### src/rtl/wallace_dot_acc.sv
// Dot-product accumulator placed directly after the 8x8 Wallace multiplier.
// It accepts VEC_LEN unsigned products over a valid/ready handshake, sums them
// modulo 2^ACC_W, and holds the result on a second valid/ready interface.
// A sticky overflow flag records any wrap past 2^ACC_W, and clr discards a
// partial vector.
module wallace_dot_acc #(
   parameter int unsigned PROD_W  = 17,
   parameter int unsigned VEC_LEN = 8,
   parameter int unsigned ACC_W   = 20,
   parameter int unsigned CNT_W   = 8
) (
   input  logic              clk,
   input  logic              rst,
   input  logic [PROD_W-1:0] prod_in,
   input  logic              prod_valid,
   output logic              prod_ready,
   input  logic              clr,
   output logic [ACC_W-1:0]  acc_out,
   output logic              acc_valid,
   input  logic              acc_ready,
   output logic              acc_ovf,
   output logic [CNT_W-1:0]  count_out
);

   typedef enum logic {
      ACCUM = 1'b0,
      HOLD  = 1'b1
   } state_t;

   localparam logic [CNT_W-1:0] LAST_CNT = CNT_W'(VEC_LEN - 1);

   state_t             state_q, state_n;
   logic [ACC_W-1:0]   sum_q, sum_n;
   logic               run_ovf_q, run_ovf_n;
   logic [CNT_W-1:0]   count_q, count_n;
   logic [ACC_W-1:0]   acc_out_q, acc_out_n;
   logic               acc_ovf_q, acc_ovf_n;

   logic [ACC_W-1:0]   prod_ext;
   logic [ACC_W:0]     add_full;
   logic               carry;

   // Products wider than the accumulator are truncated to its low bits without
   // flagging; narrower products are zero-extended.
   if (PROD_W >= ACC_W) begin : g_trunc
      assign prod_ext = prod_in[ACC_W-1:0];
   end else begin : g_zext
      assign prod_ext = {{(ACC_W-PROD_W){1'b0}}, prod_in};
   end

   assign add_full = {1'b0, sum_q} + {1'b0, prod_ext};
   assign carry    = add_full[ACC_W];

   assign acc_valid  = (state_q == HOLD);
   assign prod_ready = ~acc_valid;
   assign acc_out    = acc_out_q;
   assign acc_ovf    = acc_ovf_q;
   assign count_out  = count_q;

   // Next-state logic: clr beats accept in ACCUM; HOLD waits only for acc_ready.
   always_comb begin
      state_n   = state_q;
      sum_n     = sum_q;
      run_ovf_n = run_ovf_q;
      count_n   = count_q;
      acc_out_n = acc_out_q;
      acc_ovf_n = acc_ovf_q;
      case (state_q)
         ACCUM: begin
            if (clr) begin
               sum_n     = '0;
               run_ovf_n = 1'b0;
               count_n   = '0;
            end else if (prod_valid) begin
               if (count_q == LAST_CNT) begin
                  acc_out_n = add_full[ACC_W-1:0];
                  acc_ovf_n = run_ovf_q | carry;
                  sum_n     = '0;
                  run_ovf_n = 1'b0;
                  count_n   = '0;
                  state_n   = HOLD;
               end else begin
                  sum_n     = add_full[ACC_W-1:0];
                  run_ovf_n = run_ovf_q | carry;
                  count_n   = count_q + CNT_W'(1);
               end
            end
         end
         HOLD: begin
            if (acc_ready) begin
               state_n = ACCUM;
            end
         end
         default: state_n = ACCUM;
      endcase
   end

   // State register with synchronous active-high reset.
   always_ff @(posedge clk) begin
      if (rst) begin
         state_q   <= ACCUM;
         sum_q     <= '0;
         run_ovf_q <= 1'b0;
         count_q   <= '0;
         acc_out_q <= '0;
         acc_ovf_q <= 1'b0;
      end else begin
         state_q   <= state_n;
         sum_q     <= sum_n;
         run_ovf_q <= run_ovf_n;
         count_q   <= count_n;
         acc_out_q <= acc_out_n;
         acc_ovf_q <= acc_ovf_n;
      end
   end

endmodule

### config.mk
export PLATFORM = sky130hd
export DESIGN_NAME = wallace_dot_acc
export DESIGN_NICKNAME = d
export VERILOG_FILES = /design/src/rtl/wallace_dot_acc.sv
export SDC_FILE = /design/constraint.sdc
export NUM_CORES = 1
export LEC_CHECK = 0
export BUFFER_PORTS_ARGS = -buffer_cell sky130_fd_sc_hd__buf_2
export CAP_MARGIN = 10
export CORE_MARGIN = 1.5
export CORE_UTILIZATION = 40
export DETAILED_ROUTE_END_ITERATION = 10
export SYNTH_ARGS = -nofsm -noshare
export SYNTH_HDL_FRONTEND = slang
export SYNTH_SLANG_ARGS = --single-unit
### constraint.sdc
create_clock -name clk -period 4 [get_ports clk]
set_input_delay 0.2 -clock clk [delete_from_list [all_inputs] [get_ports clk]]
set_output_delay 0.2 -clock clk [all_outputs]
set_load 0.1 [all_outputs]
==> results_dict.tcl <==
set metrics [dict create \
    synth_seq_cells 51 \
    crit_type "register to register" \
    nFillCells 778 \
    synth_fp_nets 406 \
    drc 0 \
    grt_pass1_wl_um 12100 \
    synth_area_um2 2950 \
    synth.top_cells.by_area "dfxtp_1, ha_1, a21oi_1" \
    final_common_cell "buf_2" \
    pin_count 53 \
    drt-pass1-iter-count 4 \
    worstPathArrival_ps 2880 \
    required_ps 4260 \
    clock-sinks 51 \
    internal_power_mw 0.735 \
    antenna_found_initial 0 \
    dp_cells 503 \
    worstMarginPinSlew_ps 1010 \
    swShare_pct 28.5 \
    diodes 0 \
    netlist_instances 365 \
    timing.critical_path.slowest_stage_cell "nand3_1" \
    fin_util_pct 46.9 \
    yosysTopAreaCell "dfxtp_1" \
    numCtsBuffers 5 \
    status "finished clean" \
    die-width_um 88.9 \
    start_util_pct 40.9 \
    yosysTopAreaCellShare_pct 34.6 \
    fin_total_pwr_mw 1.03 \
    clock_path_buffers 2 \
    syn_area_per_cell_um2 8.09 \
    drive_above_1_share_pct 16.7 \
    finalClockSkew_ps 5.75 \
    wire_per_inst_um 15.0 \
    rows 31 \
    area_growth_pct 14.4 \
    path_max_fanout 21 \
    p_switching_mw 0.293 \
    cp-end-kind "register" \
    hold-worst-slack_ps 137 \
    min_period_ps 2610 \
    cts_tree "yes" \
    grt_overflow 0 \
    crit_chain "or4_4 > nor3_4 > nand3_1 > nor4b_1 > a211o_1" \
    htree_levels 2 \
    design.die.area_um2 7910 \
    cellPowerDensity_nw_per_um2 304 \
    place_congestion 0.806 \
    fp.dieH_um 88.9 \
    combPwrFrac_pct 16.4 \
    grt_max_degree 49 \
    ys_warn_count 0 \
    cp-start-kind "register" \
    ir_worst_vdd_v 0.000111 \
    finalCritPeriodShare_pct 65.3 \
    finalNonFillerCells 511 \
    clkPwrFrac_pct 33.0 \
    setup_tns_ps 0 \
    hold_path.class "primary input to register" \
    cts_hold_buf 0 \
    fmax_mhz 383 \
    pwr-share-seq_pct 50.7 \
    synth_edf_count 0 \
    dpl.hpwl_um 5440 \
    final_cell_mix "buf_2, dfxtp_1, nand2_1, a21oi_1, nor2_1" \
    setup_viol 0 \
    synthArstFlopShare_pct 0 \
    drv_cap 0 \
    slew_headroom_pct 32.8 \
    total_leakage_power_nw 1.46 \
    vias 2784 \
    dr.first_iter.drc_count 152 \
    first_global_vias 2502 \
    rsz0062_at_grt "false" \
    numPortBuffers 52 \
    synth-main-ff-cell "dfxtp_1" \
    seq_area_frac_synth_pct 34.6 \
    ys_types 52 \
    drt_wl_total_um 7660 \
    drtAntennaViolNets 0 \
    clockRootBuffer "clkbuf_8" \
    core_um2 7210 \
    maxSlewViolCount 0 \
    clkTransAtPathRegs_ps 90 \
    clk_latency_ps 310 \
    worst_path_largest_cell_delay_ps 740 \
    hold_viol_final 0 \
    grt_use_total_pct 19.8 \
    postCtsSetupBuffers 0 \
    vias_per_cell 5.45 \
    fin_nets 452 \
    cts_resized 0 \
]
-- logic make-up (layout without fill, tap and decap cells) --
kind of cell    after synthesis  count (layout)  synth area share, %
simple gates                140             140                 22.5
compound gates              119             119                 26.9
flops                        51              51                 34.6
buf+inv                      22              69                 3.47
fa+ha+maj                    19              19                 8.30
xor+xnor                     13              13                 3.85
mux                           1               1                0.339
-- critical path: cells and delay by family (launching register included) --
family / cells / cell delay (ps)
simple gates: 4 / 2050
flops: 1 / 350
compound gates: 1 / 150
-- cells in the mapped netlist (3+ instances only) --
library cell,number
a21o_1,6
a21oi_1,40
a22o_1,6
a22oi_1,10
a32o_1,4
and3_1,6
buf_2,4
clkbuf_1,8
dfxtp_1,51
ha_1,18
inv_1,7
nand2_1,46
nand2b_1,5
nand3_1,16
nand3b_1,4
nor2_1,38
nor2b_1,3
nor3_1,6
o211ai_1,11
o21a_1,4
o21ai_0,12
o21ai_1,6
o21bai_1,3
or2_1,3
xnor2_1,7
xor2_1,6
-- registers in the layout, summed over array words and instances, names as in the netlist --
register / flops
sum_q: 20
acc_valid: 1
run_ovf_q: 1
acc_ovf: 1
count_out: 8
acc_out: 20
-- final cells by class --
type                    count  area (um2)  area share (%)
repair buffers             54         275            8.14
clock inverters             1        7.51           0.222
flip-flops and latches     51        1020            30.2
inverters                   7        26.3           0.777
clock buffers               7        96.3            2.85
multi-input cells         292        1830            54.1
well taps                  99         124            3.66
-- path summary, 6_finish.rpt --
check	cells past startpoint	slack, ps	end	start
worst min register to register	2	460	acc_out[3]	acc_out[3]
worst min-delay path	3	140	acc_valid	acc_ready
worst max-delay path	5	1390	acc_out[14]	count_out[3]
worst max register to register	5	1390	acc_out[14]	count_out[3]
-- stage by stage --
step / setup WS [ps] / cell area, um2
after global placement: 1510 / 3280
after CTS: 1350 / 3380
after floorplan: 1230 / 2950
final: 1390 / 3380
after detailed placement: 1380 / 3280
after global routing: 1160 / 3380
-- power by group through the flow --
stage	registers, mW	clock network [mW]	logic [mW]
after floorplan	0.536	0	0.119
after global placement	0.532	0	0.167
after detailed placement	0.533	0	0.167
after CTS	0.521	0.351	0.168
after global routing	0.522	0.363	0.188
final	0.521	0.339	0.168
-- layer usage --
metal / global-route usage, % / part of all wire (%) / vias to the layer above
li1: - / - / 1411
met5: 0 / 0 / -
met4: 4.76 / 0.65 / 0
met3: 3.60 / 6.2 / 5
met2: 33.2 / 46 / 74
met1: 26.5 / 47 / 1294
(Power assumes the default switching activity.)
